### src/rtl/spi_master_arbiter_pkg.sv
// spi_master_arbiter_pkg: FSM state encodings shared by the arbiter files
package spi_master_arbiter_pkg;
  localparam int STATESIZ = 3;
  typedef enum logic [STATESIZ-1:0] {
    IDLE    = 3'd0,
    XFER    = 3'd1,
    DONE    = 3'd2,
    RELEASE = 3'd3,
    HOLD    = 3'd4
  } state_t;
endpackage

### src/rtl/spi_master_arbiter_rr_select.sv
// rr_select: first set request bit at or after a pointer, wrapping modulo N
module rr_select
  import spi_master_arbiter_pkg::*;
#(
  parameter int N = 2,
  parameter int W = 1
) (
  input  logic [N-1:0] i_req,
  input  logic [W-1:0] i_ptr,
  output logic [W-1:0] o_idx,
  output logic         o_found
);
  // scan offsets from farthest to nearest so the nearest set bit wins
  always_comb begin
    o_idx   = '0;
    o_found = 1'b0;
    for (int i = N - 1; i >= 0; i--) begin
      if (i_req[(int'(i_ptr) + i) % N]) begin
        o_idx   = W'((int'(i_ptr) + i) % N);
        o_found = 1'b1;
      end
    end
  end
endmodule

### src/rtl/spi_master_arbiter.sv
// spi_master_arbiter: round-robin sharing of one SPI master among requesters
// Optional grant hold across transfers: define SPI_MASTER_ARBITER_LOCK_EN
module spi_master_arbiter
  import spi_master_arbiter_pkg::*;
#(
  parameter int NUM_REQ = 2,
  parameter int REQ_SIZ = 1,
  parameter int WID     = 24
) (
  input  logic                   clk,
  input  logic                   rst,
  input  logic [NUM_REQ-1:0]     req_arm,
  input  logic [NUM_REQ*WID-1:0] req_to_slave,
  input  logic [NUM_REQ-1:0]     req_lock,
  output logic [NUM_REQ-1:0]     req_finished,
  output logic [WID-1:0]         req_from_slave,
  output logic                   mst_arm,
  output logic [WID-1:0]         mst_to_slave,
  input  logic                   mst_finished,
  input  logic [WID-1:0]         mst_from_slave,
  output logic                   grant_valid,
  output logic [REQ_SIZ-1:0]     grant_idx
);
  state_t               r_state;
  logic [REQ_SIZ-1:0]   r_rr_ptr;
  logic [REQ_SIZ-1:0]   r_grant_idx;
  logic                 r_grant_valid;
  logic                 r_mst_arm;
  logic [WID-1:0]       r_mst_to_slave;
  logic [NUM_REQ-1:0]   r_req_finished;
  logic [WID-1:0]       r_req_from_slave;
  logic [REQ_SIZ-1:0]   w_sel;
  logic                 w_found;
  logic [REQ_SIZ-1:0]   w_next;
  logic [WID-1:0]       w_sel_word;
  logic [WID-1:0]       w_own_word;
  logic                 w_own_arm;
  rr_select #(.N(NUM_REQ), .W(REQ_SIZ)) u_sel (
    .i_req  (req_arm),
    .i_ptr  (r_rr_ptr),
    .o_idx  (w_sel),
    .o_found(w_found)
  );
  assign w_next     = (r_grant_idx == REQ_SIZ'(NUM_REQ - 1)) ? '0 : r_grant_idx + 1'b1;
  assign w_sel_word = req_to_slave[int'(w_sel) * WID +: WID];
  assign w_own_word = req_to_slave[int'(r_grant_idx) * WID +: WID];
  assign w_own_arm  = req_arm[r_grant_idx];
`ifndef SPI_MASTER_ARBITER_LOCK_EN
  logic w_unused_lock;
  assign w_unused_lock = ^req_lock;
`endif
  assign req_finished   = r_req_finished;
  assign req_from_slave = r_req_from_slave;
  assign mst_arm        = r_mst_arm;
  assign mst_to_slave   = r_mst_to_slave;
  assign grant_valid    = r_grant_valid;
  assign grant_idx      = r_grant_idx;
  // grant FSM: every output is registered here
  always_ff @(posedge clk) begin
    if (rst) begin
      r_state          <= IDLE;
      r_rr_ptr         <= '0;
      r_grant_idx      <= '0;
      r_grant_valid    <= 1'b0;
      r_mst_arm        <= 1'b0;
      r_mst_to_slave   <= '0;
      r_req_finished   <= '0;
      r_req_from_slave <= '0;
    end else begin
      case (r_state)
        IDLE: if (w_found) begin
          r_mst_to_slave <= w_sel_word;
          r_grant_idx    <= w_sel;
          r_grant_valid  <= 1'b1;
          r_mst_arm      <= 1'b1;
          r_state        <= XFER;
        end
        XFER: if (mst_finished) begin
          r_req_from_slave <= mst_from_slave;
          r_req_finished   <= NUM_REQ'(1) << r_grant_idx;
          r_state          <= DONE;
        end
        DONE: if (!w_own_arm) begin
          r_mst_arm      <= 1'b0;
          r_req_finished <= '0;
          r_state        <= RELEASE;
        end
        RELEASE: if (!mst_finished) begin
`ifdef SPI_MASTER_ARBITER_LOCK_EN
          if (req_lock[r_grant_idx]) r_state <= HOLD;
          else begin
            r_rr_ptr      <= w_next;
            r_grant_valid <= 1'b0;
            r_state       <= IDLE;
          end
`else
          r_rr_ptr      <= w_next;
          r_grant_valid <= 1'b0;
          r_state       <= IDLE;
`endif
        end
`ifdef SPI_MASTER_ARBITER_LOCK_EN
        HOLD: if (w_own_arm) begin
          r_mst_to_slave <= w_own_word;
          r_mst_arm      <= 1'b1;
          r_state        <= XFER;
        end else if (!req_lock[r_grant_idx]) begin
          r_rr_ptr      <= w_next;
          r_grant_valid <= 1'b0;
          r_state       <= IDLE;
        end
`endif
        default: r_state <= IDLE;
      endcase
    end
  end
endmodule

### config.mk
export PLATFORM = sky130hd
export DESIGN_NAME = spi_master_arbiter
export DESIGN_NICKNAME = d
export VERILOG_FILES = /design/src/rtl/spi_master_arbiter_pkg.sv /design/src/rtl/spi_master_arbiter_rr_select.sv /design/src/rtl/spi_master_arbiter.sv
export SDC_FILE = /design/constraint.sdc
export NUM_CORES = 1
export LEC_CHECK = 0
export CAP_MARGIN = 20
export CORE_ASPECT_RATIO = 1.5
export CORE_MARGIN = 2
export CORE_UTILIZATION = 35
export DETAILED_ROUTE_END_ITERATION = 10
export GPL_TIMING_DRIVEN = 0
export MAX_ROUTING_LAYER = met4
export PLACE_DENSITY = 0.74
export SLEW_MARGIN = 0
export SYNTH_ARGS = -nofsm -noshare
export SYNTH_HDL_FRONTEND = slang
export SYNTH_HIERARCHICAL = 1
export SYNTH_SLANG_ARGS = --single-unit
### constraint.sdc
create_clock -name clk -period 3.6 [get_ports clk]
set_clock_uncertainty 0.15 [all_clocks]
set_input_delay 1.08 -clock clk [delete_from_list [all_inputs] [get_ports clk]]
set_output_delay 1.08 -clock clk [all_outputs]
set_load 0.05 [all_outputs]
==> results.toml, run 1 <==
[route]
dr.pass1.iters = 4
via_per_inst = 4.77
drc = 0
routedWlPerCell_um = 13.2
vias = 2305
drt_iter0_drc = 48
final_antenna_net_count = 0
routed_wl_um = 6360

[cts]
clock_latency_ns = 0.29
clk_pin_slew_ns = 0.09
cts-resized-gates = 0
h-tree-depth = 2
clockRootBuffer = "clkbuf_8"
cts_hold_repair.buffers = 0
cts_setup_buffers = 0
numCtsBuffers = 5
cts_tree = "done"
cts_sinks = 56
cts_max_path_buffers = 2

[setup_path]
cp.arrival_ns = 1.61
critPathCapture = "grant_idx"
crit_path_top_delay_cell = "clkdlybuf4s50_1"
path_delay_family = "buffers and inverters"
reg2reg_to = "mst_to_slave[16]"
cp.required_ns = 2.37
cp_max_fo = 6
rr_worst_depth = 7
cp-start-kind = "flip-flop"
startpoint = "grant_idx"
crit_cells = 1
crit_path_end_kind = "output port"
path_cells = "clkdlybuf4s50_1"
critical_path_buf_inv_count = 1
r2r_slack_ns = 1.71
r2r_start = "r_state[0]"
crit_type = "flip-flop to output port"
critical-path-max-stage-delay_ns = 0.85

[die]
die_x_um = 70.8
ios = 132
core_area_um2 = 6490
start_util_pct = 36.1
dieArea_um2 = 7380
rows = 36
dieHeight_um = 104

[finish]
num_antenna_cells = 0
nets = 490
area_delta_synth_final_pct = 63.0
drive_above_1_share_pct = 4.18
most-common-layout-cells = "clkdlybuf4s50_1 (129), dfxtp_1 (56), nand2_1 (54), nor2_1 (32), mux2i_1 (28)"
final_common_cell = "clkdlybuf4s50_1"

[global_routing]
grt_pass1_vias = 2328
antenna_found_initial = 0
track_usage_pct = 18.2
overflow = 0
grt_pass1_wl_um = 10500
grt_max_degree = 16

[timing]
slew_headroom_pct = 64.8
timing.final.crit_share_pct = 78.9
finalSetupViolCount = 0
tightest_slew_ns = 0.526
tns_ns = 0
maxSlewViolCount = 0
rsz0062_at_grt = "no"
clock.fmax_mhz = 352
hold_viol = 0
min_period_ns = 2.84

[synth]
yosysUniqueCellTypes = 27
async_flop_share_pct = 0
ys_seq_area_share_pct = 47.9
syn-cell-area_um2 = 2340
synth_flop_cell = "dfxtp_1"
syn_nets = 354
synth_warnings = 6
synth_edf_count = 0
postSynthCellCount = 270
synth_seq_cells = 56
postSynthAreaPerCell_um2 = 8.67

[power]
p_leak_nw = 1.42
p_total_w = 0.00250
ir_drop_v = 0.000345
power_density_nw_per_um2 = 654

[place]
dp_hpwl_um = 5140
place_congestion = 0.772
io_buffer_count = 129

[run_status]
outcome = "completed"

[flow_run]
max_cap_violations = 0

[hold_path]
holdCritPathClass = "flip-flop to flip-flop"
min-delay-start = "req_from_slave[3]"
==> registers in the layout (all words and copies together) (netlist names) <==
register / cells
grant_valid: 1
req_finished: 2
grant_idx: 1
mst_arm: 1
mst_to_slave: 24
r_state: 2
req_from_slave: 24
r_rr_ptr: 1
==> cells by family (layout without fill, tap and decap cells) <==
kind of cell | count (synthesis) | after routing | share of synthesized area (%)
muxes | 29 | 29 | 12.4
buffers and inverters | 26 | 163 | 4.65
adders and majority gates | 5 | 5 | 2.67
DFF | 56 | 56 | 47.9
AOI/OAI and AO/OA | 58 | 58 | 15.9
and+or+nand+nor | 96 | 96 | 16.5
==> worst min path at each step <==
stage | end | slack, ns | cells after the start
2_1_floorplan | r_state[1] | 0.32 | 2
3_3_place_gp | req_from_slave[9] | 0.29 | 2
3_5_place_dp | req_from_slave[3] | 0.30 | 2
4_1_cts | req_from_slave[3] | 0.31 | 2
5_1_grt | req_from_slave[7] | 0.33 | 2
6_report | req_from_slave[3] | 0.31 | 2
==> routing by layer <==
| metal | part of all wire, % | track usage [%] | wire length, µm | vias up |
|---|---|---|---|---|
| met1 | 37 | 19.6 | 2380 | 1024 |
| met2 | 55 | 32.9 | 3520 | 94 |
| met3 | 6.0 | 3.49 | 384 | 4 |
| met5 | 0 | - | 0 | - |
| met4 | 1.1 | 5.66 | 73 | 0 |
| li1 | - | - | - | 1183 |
==> synthesized netlist by cell type, types with 2 or more instances <==
library cell  instances  area [µm²]
a21oi_1              26         130
buf_1                 3        11.3
nor2b_1               2        12.5
clkbuf_1              8        30.0
nor2_1               32         120
mux2i_1              28         280
dfxtp_1              56        1120
ha_1                  5        62.6
nand2_1              54         203
inv_1                 6        22.5
and2_1                2        12.5
buf_2                 9        45.0
a211oi_1             25         188
==> stage by stage <==
step	std cells	cell area (µm²)	hold WS, ns	utilization (%)	setup WS, ns
finish	483	3820	0.310	58.9	0.758
global route	483	3820	0.334	58.9	0.673
CTS	483	3820	0.311	58.9	0.727
detailed placement	475	3730	0.298	57.5	0.540
global placement	475	3730	0.292	57.5	0.543
floorplan	270	2340	0.318	-	1.25
==> layout make-up <==
| type | count | area (µm²) |
|---|---|---|
| Fill cell | 615 | 2670 |
| Timing Repair Buffer | 129 | 1290 |
| Sequential cell | 56 | 1120 |
| Multi-Input combinational cell | 188 | 1110 |
| Tap cell | 76 | 95.1 |
| Clock buffer | 8 | 90.1 |
| Buffer | 20 | 86.3 |
| Inverter | 6 | 22.5 |
==> report_power, final <==
part           internal [W]  switching (W)
sequential         0.000761      0.0000759
clock              0.000157       0.000186
combinational      0.000483       0.000833
total               0.00140        0.00109
==> worst min-delay path: cells and delay by family (launching register included) <==
kind / cells / cell delay [ns]
flip-flops: 1 / 0.32
AO/OA/AOI/OAI: 1 / 0.05
AND/OR/NAND/NOR: 1 / 0.05
Note: power is estimated with default switching activity, not from simulation.
==> inputs of run 2 (changes only) <==
CORE_UTILIZATION = 34   (was 35)
PLACE_DENSITY = 0.75   (was 0.74)
clock period = 2.4 ns   (was 3.6 ns; I/O delays follow)
==> run 2 against run 1 <==
Against the previous run: global-route usage is 0.97 points lower; register-to-register slack worse by 1.2 ns; via count rose by 0.69%; largest cell class unchanged; cell count increased by 0.21%; combinational power grew 52%; sequential share of layout area decreased by 0.11 points; clock-buffer cell count down 2; worst hold slack got worse by 0.0033 ns; non-clock buffer count is the same.
==> results.toml, run 2 (synthesis results as in run 1) <==
[global_routing]
antenna_found_initial = 0
grt_pass1_vias = 2269
track_usage_pct = 17.2
grt_pass1_wl_um = 10200
grt_max_degree = 16
overflow = 0

[setup_path]
cp.arrival_ns = 1.48
crit_path_top_delay_cell = "clkdlybuf4s50_1"
crit_path_end_kind = "output port"
r2r_slack_ns = 0.52
cp_max_fo = 3
crit_type = "flip-flop to output port"
cp-start-kind = "flip-flop"
cp.required_ns = 1.53
rr_worst_depth = 7
critical_path_buf_inv_count = 1
critical-path-max-stage-delay_ns = 0.81
path_cells = "clkdlybuf4s50_1"
reg2reg_to = "mst_to_slave[18]"
path_delay_family = "buffers and inverters"
r2r_start = "r_state[0]"

[route]
drc = 0
routedWlPerCell_um = 13.3
vias = 2321
via_per_inst = 4.80
drt_iter0_drc = 62
routed_wl_um = 6420
dr.pass1.iters = 4
final_antenna_net_count = 0

[power]
p_clk_share_pct = 13.0
ir_drop_v = 0.000588
seqPwrFrac_pct = 33.5
power_density_nw_per_um2 = 979
p_sw_share_pct = 44.6
p_int_w = 0.00208
p_leak_nw = 1.44
power_frac_comb_pct = 53.4
p_switching_w = 0.00167

[finish]
most-common-layout-cells = "clkdlybuf4s50_1 (127), dfxtp_1 (56), nand2_1 (54), nor2_1 (32), mux2i_1 (28)"
register_area_um2 = 1120
nets = 490
multi_input_area_um2 = 1120
fillers = 628
num_antenna_cells = 0
final_common_cell = "clkdlybuf4s50_1"
drive_above_1_share_pct = 4.93
design_area_um2 = 3830
final_cells = 484
area_delta_synth_final_pct = 63.6

[cts]
cts_hold_repair.buffers = 0
numCtsBuffers = 5
h-tree-depth = 2
clk_pin_slew_ns = 0.09
cts_setup_buffers = 0
clock_latency_ns = 0.30
cts_max_path_buffers = 2
cts_sinks = 56
cts_tree = "done"
clockRootBuffer = "clkbuf_8"

[die]
ios = 132
dieHeight_um = 106
die_x_um = 71.8
start_util_pct = 34.7
core_area_um2 = 6760
rows = 37
dieArea_um2 = 7580

[timing]
tightest_slew_ns = 0.542
clock.fmax_mhz = 426
setup_slack_ns = 0.0513
maxSlewViolCount = 0
timing.final.crit_share_pct = 97.9
slew_headroom_pct = 63.7
min_period_ns = 2.35
hold_viol = 0
hold_slack_ns = 0.307
finalSetupViolCount = 0
rsz0062_at_grt = "no"
tns_ns = 0

[place]
placed_area_um2 = 3730
io_buffer_count = 129
place_congestion = 0.756
dp_hpwl_um = 5040
place_ws_ns = -0.349
dp.cells = 477

[flow_run]
max_cap_violations = 0

[run_status]
outcome = "completed"

[hold_path]
min_to = "req_from_slave[21]"
holdCritPathClass = "flip-flop to flip-flop"
min-delay-start = "req_from_slave[21]"
whs_path_depth = 2
## run 2: cell count changes in the layout (fill, tap and decap cells not counted), moves of 2 or more
cell             delta
buf_4               +2
clkbuf_4            +2
a211oi_1            -2
clkdlybuf4s50_1     -2
buf_2               -4
a211oi_2            +2
## run 2: stage by stage
| step | utilization, % | power [W] |
|---|---|---|
| 3_5_place_dp | 55.2 | 0.00327 |
| 3_3_place_gp | 55.2 | 0.00324 |
| 4_1_cts | 56.4 | 0.00377 |
| 6_report | 56.7 | 0.00375 |
| 5_1_grt | 56.7 | 0.00397 |
| 2_1_floorplan | - | 0.00259 |
## run 2: how the worst max path moves through the flow
stage | slack, ns | from | cells after the start | endpoint
after floorplan | 0.41 | req_arm[1] | 6 | mst_to_slave[13]
after global placement | -0.31 | req_arm[0] | 7 | mst_to_slave[13]
after detailed placement | -0.35 | req_arm[1] | 7 | mst_to_slave[13]
after CTS | 0.01 | req_arm[1] | 7 | mst_to_slave[13]
after global routing | 0.007 | mst_to_slave[0] | 1 | mst_to_slave[0]
final | 0.05 | mst_arm | 1 | mst_arm
## run 2: power groups by stage
stage	Combinational (W)	Sequential [W]	Clock [W]
finish	0.00200	0.00126	0.000489
global route	0.00215	0.00128	0.000536
CTS	0.00200	0.00126	0.000507
detailed placement	0.00200	0.00128	0
global placement	0.00197	0.00127	0
floorplan	0.000652	0.00194	0
## run 2: layout make-up
cell class | instances | share of cell area [%]
Clock buffer | 6 | 1.89
Buffer | 20 | 2.51
Inverter | 6 | 0.588
Sequential cell | 56 | 29.3
Multi-Input combinational cell | 188 | 29.4
Timing Repair Buffer | 129 | 33.7
Tap cell | 78 | 2.55
Clock inverter | 1 | 0.131
## run 2: timing repair
action                     4_1_cts  5_1_grt
hold endpoints to repair         0        0
setup endpoints to repair        4       14
gates resized for setup          2        9
## run 2: per-layer routing
layer / vias to the layer above / track usage [%] / wire (µm) / part of all wire, %
met5: - / - / 0 / 0
met4: 0 / 4.45 / 46 / 0.72
met3: 4 / 3.63 / 394 / 6.1
met2: 89 / 32.1 / 3410 / 53
met1: 1040 / 17.8 / 2570 / 40
li1: 1188 / - / - / -
